**src/rtl/ebus_pkg.sv**
```systemverilog
// Shared types and bit positions for the EBUS device responder.
// EBUS words are numbered 0..35 from the MSB; the constants below are
// the equivalent LSB-based indices (35 - bit).
package ebus_pkg;

  typedef enum logic [2:0] {
    F_CONO      = 3'd0,
    F_CONI      = 3'd1,
    F_DATAO     = 3'd2,
    F_DATAI     = 3'd3,
    F_PI_SERV   = 3'd4,
    F_PI_ADR_IN = 3'd5,
    F_RSV6      = 3'd6,
    F_RSV7      = 3'd7
  } tEBUSfunc;

  typedef enum logic [1:0] {
    S_IDLE = 2'd0,
    S_WAIT = 2'd1,
    S_ACK  = 2'd2,
    S_HOLD = 2'd3
  } tDevState;

  // status (CONI) word: bit 27 IEN, 28 BUSY, 29 DONE, 33:35 PIA
  localparam int ST_IEN    = 35 - 27;
  localparam int ST_BUSY   = 35 - 28;
  localparam int ST_DONE   = 35 - 29;
  localparam int ST_PIA_LO = 35 - 35;

  // CONO word: bit 24 clr DONE, 25 set BUSY, 26 clr BUSY, 27 IEN, 33:35 PIA
  localparam int CO_CLR_DONE = 35 - 24;
  localparam int CO_SET_BUSY = 35 - 25;
  localparam int CO_CLR_BUSY = 35 - 26;
  localparam int CO_IEN      = 35 - 27;
  localparam int CO_PIA_LO   = 35 - 35;

  // functions whose ACK is followed by the device driving data
  function automatic logic is_read(input tEBUSfunc f);
    return (f == F_CONI) || (f == F_DATAI) || (f == F_PI_ADR_IN);
  endfunction

endpackage

```
**src/rtl/ebus_pi_req.sv**
```systemverilog
// Registered one-hot PI request: level PIA is requested while DONE & IEN.
module ebus_pi_req (
  input  logic       clk_i,
  input  logic       rst_i,
  input  logic       done_i,
  input  logic       ien_i,
  input  logic [2:0] pia_i,
  output logic [6:0] pi_req_o
);
  logic [6:0] req_d, req_q;

  // decode PIA to its request line; PIA 0 means the device is not assigned
  always_comb begin
    req_d = '0;
    if (done_i && ien_i && (pia_i != 3'd0))
      req_d[pia_i - 3'd1] = 1'b1;
  end

  // one cycle of latency from the flag change
  always_ff @(posedge clk_i) begin
    if (rst_i) req_q <= '0;
    else       req_q <= req_d;
  end

  assign pi_req_o = req_q;
endmodule

```
**src/rtl/ebus_dev.sv**
```systemverilog
// Generic EBUS device responder: CS/function decode, DEMAND/ACK/XFER
// handshake, CONI/CONO status, DATAO/DATAI buffer and PI request/vector.
module ebus_dev
  import ebus_pkg::*;
#(
  parameter logic [6:0]  DEV_CS  = 7'o10,
  parameter int          ACK_DLY = 2,
  parameter logic [35:0] VECTOR  = 36'o0
) (
  input  logic        clk,
  input  logic        RESET,
  input  logic [6:0]  ebus_cs,
  input  logic [2:0]  ebus_func,
  input  logic        ebus_demand,
  input  logic        ebus_disable_cs,
  input  logic [2:0]  ebus_pi_lvl,
  input  logic [35:0] ebus_data_in,
  output logic        ebus_ack,
  output logic        ebus_xfer,
  output logic [35:0] ebus_data_out,
  output logic        ebus_drive,
  output logic [6:0]  pi_req,
  input  logic        dev_done_set,
  output logic        dev_busy,
  output logic [35:0] dev_dout,
  output logic        dev_dout_stb
);
  localparam logic [2:0] CNT_INIT = 3'(ACK_DLY - 1);

  tDevState    state_q, state_d;
  tEBUSfunc    func_in, func_q;
  logic [35:0] din_q, buf_q, stat;
  logic [2:0]  cnt_q, pia_q;
  logic        arm_q, ien_q, busy_q, done_q;
  logic        match, commit, rd;

  assign func_in = tEBUSfunc'(ebus_func);

  // transaction match; arm_q blocks a demand left high across a reset
  always_comb begin
    match = 1'b0;
    if (ebus_demand && arm_q) begin
      case (func_in)
        F_CONO, F_CONI, F_DATAO, F_DATAI, F_PI_SERV:
          match = ~ebus_disable_cs && (ebus_cs == DEV_CS);
        F_PI_ADR_IN:
          match = (ebus_pi_lvl == pia_q) && done_q && ien_q;
        default: match = 1'b0;
      endcase
    end
  end

  // state register
  always_ff @(posedge clk) begin
    if (RESET) state_q <= S_IDLE;
    else       state_q <= state_d;
  end

  // next state; demand dropping in WAIT aborts without side effects
  always_comb begin
    state_d = state_q;
    case (state_q)
      S_IDLE: if (match) state_d = S_WAIT;
      S_WAIT: if (!ebus_demand)       state_d = S_IDLE;
              else if (cnt_q == 3'd0) state_d = S_ACK;
      S_ACK:  state_d = S_HOLD;
      S_HOLD: if (!ebus_demand) state_d = S_IDLE;
      default: state_d = S_IDLE;
    endcase
  end

  // writes land on the edge into ACK so they are visible during ACK
  assign commit = (state_q == S_WAIT) && (state_d == S_ACK);

  // request latch, ACK delay counter and re-arm tracking
  always_ff @(posedge clk) begin
    if (RESET) begin
      arm_q  <= 1'b0;
      func_q <= F_CONO;
      din_q  <= '0;
      cnt_q  <= '0;
    end else begin
      if (!ebus_demand) arm_q <= 1'b1;
      if ((state_q == S_IDLE) && match) begin
        func_q <= func_in;
        din_q  <= ebus_data_in;
        cnt_q  <= CNT_INIT;
      end else if ((state_q == S_WAIT) && (cnt_q != 3'd0)) begin
        cnt_q <= cnt_q - 3'd1;
      end
    end
  end

  // status flags and data buffer; local done pulse has the last word
  always_ff @(posedge clk) begin
    if (RESET) begin
      ien_q  <= 1'b0;
      busy_q <= 1'b0;
      done_q <= 1'b0;
      pia_q  <= '0;
      buf_q  <= '0;
    end else begin
      if (commit && (func_q == F_CONO)) begin
        if (din_q[CO_CLR_DONE]) done_q <= 1'b0;
        if (din_q[CO_CLR_BUSY])      busy_q <= 1'b0;
        else if (din_q[CO_SET_BUSY]) busy_q <= 1'b1;
        ien_q <= din_q[CO_IEN];
        pia_q <= din_q[CO_PIA_LO +: 3];
      end
      if (commit && (func_q == F_DATAO)) buf_q <= din_q;
      if (dev_done_set) begin
        done_q <= 1'b1;
        busy_q <= 1'b0;
      end
    end
  end

  // bus outputs; read drive drops combinationally with demand in HOLD
  always_comb begin
    stat = '0;
    stat[ST_IEN]          = ien_q;
    stat[ST_BUSY]         = busy_q;
    stat[ST_DONE]         = done_q;
    stat[ST_PIA_LO +: 3]  = pia_q;
    rd           = is_read(func_q);
    ebus_ack     = (state_q == S_ACK);
    ebus_drive   = rd && ((state_q == S_ACK) || ((state_q == S_HOLD) && ebus_demand));
    ebus_xfer    = ebus_drive;
    dev_dout_stb = (state_q == S_ACK) && (func_q == F_DATAO);
    ebus_data_out = '0;
    if (ebus_drive) begin
      case (func_q)
        F_CONI:  ebus_data_out = stat;
        F_DATAI: ebus_data_out = buf_q;
        default: ebus_data_out = VECTOR;
      endcase
    end
  end

  assign dev_busy = busy_q;
  assign dev_dout = buf_q;

  ebus_pi_req u_pi_req (
    .clk_i    (clk),
    .rst_i    (RESET),
    .done_i   (done_q),
    .ien_i    (ien_q),
    .pia_i    (pia_q),
    .pi_req_o (pi_req)
  );
endmodule

```
**config.mk**
```make
export PLATFORM = sky130hd
export DESIGN_NAME = ebus_dev
export DESIGN_NICKNAME = d
export VERILOG_FILES = /design/src/rtl/ebus_pkg.sv /design/src/rtl/ebus_pi_req.sv /design/src/rtl/ebus_dev.sv
export SDC_FILE = /design/constraint.sdc
export NUM_CORES = 1
export LEC_CHECK = 0
export CAP_MARGIN = 20
export CELL_PAD_IN_SITES_DETAIL_PLACEMENT = 0
export CELL_PAD_IN_SITES_GLOBAL_PLACEMENT = 1
export CORE_MARGIN = 2
export CORE_UTILIZATION = 30
export DETAILED_ROUTE_END_ITERATION = 6
export PLACE_DENSITY_LB_ADDON = 0.1
export SYNTH_ARGS = -nofsm -noshare
export SYNTH_HDL_FRONTEND = slang
export SYNTH_SLANG_ARGS = --single-unit
```
**constraint.sdc**
```tcl
create_clock -name clk -period 2.3 [get_ports clk]
set_input_delay 0.46 -clock clk [delete_from_list [all_inputs] [get_ports clk]]
set_output_delay 0.46 -clock clk [all_outputs]
set_load 0.03 [all_outputs]
```
# After elaboration in Yosys (flattened, before gate mapping)
# Cells that the tools add are included.
dict set report word_totals {
  regBits 94
  latchBits 0
  mem_bits_rw 0
  rom_bits 0
  word_cells 85
  mem_count 0
}
dict set report classes {
  addsub 2
  n_mul 0
  div_mod_pow 0
  magnitude_cmp 2
  eq_ne 15
  n_shift 0
  muxes 18
  bitwise_logic 2
  n_reduce_logical 34
}
# operator n
set ops {}
lappend ops {{$pmux W36 S2} 1}
lappend ops {{$mux W36} 1}
lappend ops {{$logic_and A1 B1 Y1} 15}
lappend ops {{$eq A3 B2 Y1 const B} 4}
lappend ops {{$eq A3 B3 Y1 const B} 3}
lappend ops {{$logic_not A3 Y1} 3}
lappend ops {{$mux W1} 9}
lappend ops {{$mux W2} 4}
lappend ops {{$pmux W2 S4} 1}
lappend ops {{$reduce_bool A2 Y1} 4}
lappend ops {{$eq A7 B4 Y1 const B} 1}
lappend ops {{$eq A2 B2 Y1 const B} 3}
lappend ops {{$eq A3 B1 Y1 const B} 2}
lappend ops {{$reduce_bool A3 Y1} 2}
lappend ops {{$reduce_or A2 Y1} 3}
lappend ops {{$sub A3 B1 Y3 const B} 2}
lappend ops {{$reduce_or A5 Y1} 1}
lappend ops {{$lt A3 B4 Y1 const B} 1}
lappend ops {{$reduce_and A2 Y1} 2}
lappend ops {{$demux W1 S3} 1}
lappend ops {{$eq A3 B3 Y1} 1}
lappend ops {{$ge A3 B1 Y1 const B} 1}
lappend ops {{$logic_or A1 B1 Y1} 3}
lappend ops {{$eq A2 B1 Y1 const B} 1}
lappend ops {{other kinds (3)} 4}

# Logic depth before layout (Yosys ltp)
dict set report logic_depth {
  ltp_word 12
  mapped_depth 9
}

# By module
# Synthesis repeated with hierarchy kept, for this count alone.
dict set report hier_totals {
  hier_cells 466
  hier_area_um2 4040.1
}
# mod n_inst cells_each area_per_inst_um2 seq_area_each_um2
set modules_own_cells {}
lappend modules_own_cells {ebus_dev 1 442 3764.9 1741.7}
lappend modules_own_cells {ebus_pi_req 1 24 275.3 140.1}

# Least setup slack after synthesis
# Ideal clock, no wire load.
dict set report synth_timing {
  path_kind {flip-flop to output port}
  from {reg state_q[1]}
  to {out dev_dout_stb}
  t_arrival_ns 1.692
  path_slack_ns 0.148
  path_stages_with_launch 3
  cell_sequence {dfxtp_1 nor2b_1 nor3b_1}
}
dict set report synth_via {
  elab_chain_cells 2
}
# element line
set synth_rtl {}
lappend synth_rtl {{start, declared} ebus_dev.sv:30} ;# tDevState state_q, state_d;
lappend synth_rtl {{start signal, assigned} ebus_dev.sv:56} ;# else state_q <= state_d;
lappend synth_rtl {{$eq A2 B2 Y1} -}
lappend synth_rtl {{net ebus_ack} ebus_dev.sv:18} ;# output logic ebus_ack,
lappend synth_rtl {{$logic_and A1 B1 Y1} ebus_dev.sv:129} ;# dev_dout_stb = (state_q == S_ACK) && (func_q == F_DATAO);
lappend synth_rtl {{end, declared} ebus_dev.sv:26} ;# output logic dev_dout_stb
# The timed path passes the listed nets, and every way through them passes these cells.

# Final worst setup path
dict set report layout_timing {
  from {reg state_q[0]}
  to {out ebus_data_out[29]}
}
dict set report layout_via {
  elab_chain_cells 5
  word_cells_on_any_way 6
  classes_between {2 x eq/ne; 1 x mux; 3 x reduce/logical}
}
# element line
set layout_rtl {}
lappend layout_rtl {{$eq A2 B2 Y1} ebus_dev.sv:127} ;# ebus_drive = rd && ((state_q == S_ACK) || ((state_q == S_HOLD) && ebus_demand));
lappend layout_rtl {{$logic_and A1 B1 Y1} ebus_dev.sv:127}
lappend layout_rtl {{$logic_or A1 B1 Y1 (*)} ebus_dev.sv:127}
lappend layout_rtl {{$logic_and A1 B1 Y1 (*)} ebus_dev.sv:127}
lappend layout_rtl {{$mux W36 (*)} ebus_dev.sv:131} ;# if (ebus_drive) begin
lappend layout_rtl {{end, declared} ebus_dev.sv:20} ;# output logic [35:0] ebus_data_out,
# Mark *: on every way between the ends. The rest lies on a longest branch, timed or not.

==> out/qor.yml <==
multi_input_area_um2: 1940
die_h_um: 120
crit_arrival_ns: 1.78
timing.hold.ws_ns: 0.443
fillers: 1324
vias_per_cell: 4.47
hold_depth: 2
hold_viol_final: 0
min_period_over_period_pct: 97.4
synth-edff-count: 0
gp_congestion: 0.709
muxShareOfSynthArea_pct: 11.9
n_antenna_cell: 0
setup_viol: 0
cts_max_path_buffers: 2
synth_top_family_by_area: "simple AND/OR/NAND/NOR gates"
yosysTopAreaCell: "dfxtp_1"
cts-buffers-inserted: 9
dpl.hpwl_um: 7420
yosys_warnings: 0
grt_pass1_vias: 3465
core-area_um2: 13200
syn_nets: 529
critPathRequiredTime_ns: 1.84
final-seq-area_um2: 1880
path_class: "register to primary output"
status: "completed"
clock.fmax_mhz: 446
pre_cts_slack_ns: -0.130
grt_usage_pct: 15.6
synth_compound_area_share_pct: 6.79
dieArea_um2: 14500
synth_common_cells: "nand2_1, dfxtp_1, mux2i_1"
numClockSinks: 94
finalWorstSetupSlack_ns: 0.0602
power_mw: 3.36
seq_area_frac_synth_pct: 46.4
area_delta_synth_final_pct: 46.3
synthXorXnorAreaFrac_pct: 1.30
tightest_slew_ns: 0.565
rsz0062_at_grt: "yes"
vdd_drop_max_mv: 0.339
die_width_um: 120
grt_max_degree: 46
finClkSkew_ns: 0.00762
layout-drive-gt1-share_pct: 14.4
crit_chain: "or2b_1 -> nand3_2 -> nor2_4 -> bufbuf_16 -> and2_1 -> buf_4"
min_path_type: "input port to register"
grt_overflow: 0
async_flop_share_pct: 0
slew_viol_final: 0
post-route-min-period_ns: 2.24
synth_most_common_cell: "nand2_1"
synth_cell_types: 40
vias: 3521
cap_violations: 0
worstSetupEndpointType: "primary output"
r2r_slack_ns: 0.44
cts_tree: "done"
grt_pass1_wl_um: 17500
synth_area_um2: 4050
antenna_found_initial: 0
dpl.cell_count: 769
post_synth_fa_ha_maj_area_fraction_pct: 1.23
floorplan.initialDensity_pct: 30.6
row_count: 42
synth.top_cells.by_area: "dfxtp_1, nand2_1, mux2i_1"
drc: 0
ys.flop_type: "dfxtp_1"
p_per_area_nw_per_um2: 567
layout.cells.non_filler: 788
cts_hold_buf: 0
clk_pin_slew_worst_paths_ns: 0.06
clock-root-buffer: "clkbuf_16"
drt_wl_total_um: 11100
drtIter0Drc: 136
synth_seq_cells: 94
nets: 666
cpPeakStageDelay_ns: 0.39
drt_pass1_iterations: 4
power.leakage_nw: 2.43
startpoint_type: "register"
htree_levels: 3
netlist_instances: 471
syn_avg_cell_area_um2: 8.60
wl_per_cell_um: 14.1
path_max_fanout: 15
insertion_delay_ns: 0.34
portBuffers: 137
worstRegToRegCells: 8
design_area_um2: 5930
synthSimpleGateAreaFrac_pct: 26.2
place_area_um2: 5520
maxSlewHeadroom_pct: 62.3
slowest_stage: "dfxtp_1"
io_pins: 138
synth_top_area_share_pct: 46.4
final_antenna_net_count: 0
==> critical path: cells and delay by family (launching register included) <==
kind / cells / cell delay (ns)
buffers and inverters: 2 / 0.44
flip-flops: 1 / 0.39
AND/OR/NAND/NOR: 4 / 0.61
==> stage by stage <==
stage | utilization, % | setup TNS [ns]
finish | 44.8 | 0
global route | 44.8 | -0.0328
CTS | 44.8 | 0
detailed placement | 41.7 | -5.86
global placement | 41.7 | -3.58
floorplan | - | 0
==> what timing repair did <==
item / in CTS / in global routing
setup endpoints to repair: 36 / 18
gates resized for setup: 7 / 1
cloned: 2 / 0
pin swaps: 1 / 0
endpoints found under the hold margin: 0 / 0
buffers inserted: 2 / 0
==> per-layer routing <==
layer / wire (µm) / part of all wire (%) / GRT usage (%)
met3: 489 / 4.4 / 3.07
met5: 0 / 0 / 0
met2: 4990 / 45 / 25.4
met4: 255 / 2.3 / 6.83
met1: 5410 / 49 / 20.1
==> layout by cell type (no fill, tap or decap), types with 2 or more instances in the layout <==
| cell | instances |
|---|---|
| inv_1 | 6 |
| nand2_1 | 155 |
| nor2_1 | 17 |
| bufbuf_16 | 2 |
| o21ai_0 | 2 |
| clkdlybuf4s50_1 | 96 |
| mux2i_1 | 48 |
| nor2b_1 | 3 |
| bufinv_16 | 2 |
| buf_6 | 2 |
| ha_1 | 4 |
| nor3_1 | 4 |
| a21oi_1 | 43 |
| and2_1 | 29 |
| nor3b_1 | 3 |
| clkinv_2 | 3 |
| dfxtp_1 | 93 |
| xnor2_1 | 5 |
| and3_1 | 3 |
| nand4_1 | 2 |
| buf_4 | 50 |
| buf_12 | 6 |
| clkbuf_16 | 9 |
| nand2b_4 | 2 |
==> kinds of logic after synthesis <==
logic type | count (synthesis)
adders and majority gates | 4
muxes | 48
buffers and inverters | 39
DFF | 94
and+or+nand+nor | 230
AOI/OAI and AO/OA | 50
xor gates and xnor gates | 6
==> flip-flops by register name, summed over array words and instances (netlist names) <==
signal,cells
ien_q,1
func_q,3
dev_busy,1
dev_dout,36
din_q,36
arm_q,1
state_q,2
u_pi_req.pi_req_o,7
done_q,1
cnt_q,3
pia_q,3
==> power by group <==
group / total, mW / switching [mW] / internal [mW]
registers: 1.63 / 0.00200 / 1.63
clock network: 1.56 / 0.614 / 0.941
logic: 0.172 / 0.0710 / 0.101
total: 3.36 / 0.687 / 2.67
==> area by class of cell <==
cell class	count	share of cell area, %
clock buffer	10	3.86
clock inverter	5	1.27
inverter	7	0.443
multi-input combinational	338	32.7
sequential	94	31.8
tap	176	3.71
timing repair buffer	158	26.3
==> path summary, 6_finish.rpt <==
check | from | end
max reg2reg | cnt_q[0] | dev_dout[0]
max | state_q[0] | ebus_data_out[29]
min reg2reg | arm_q | arm_q
min | RESET | state_q[0]
(Power assumes the default switching activity.)
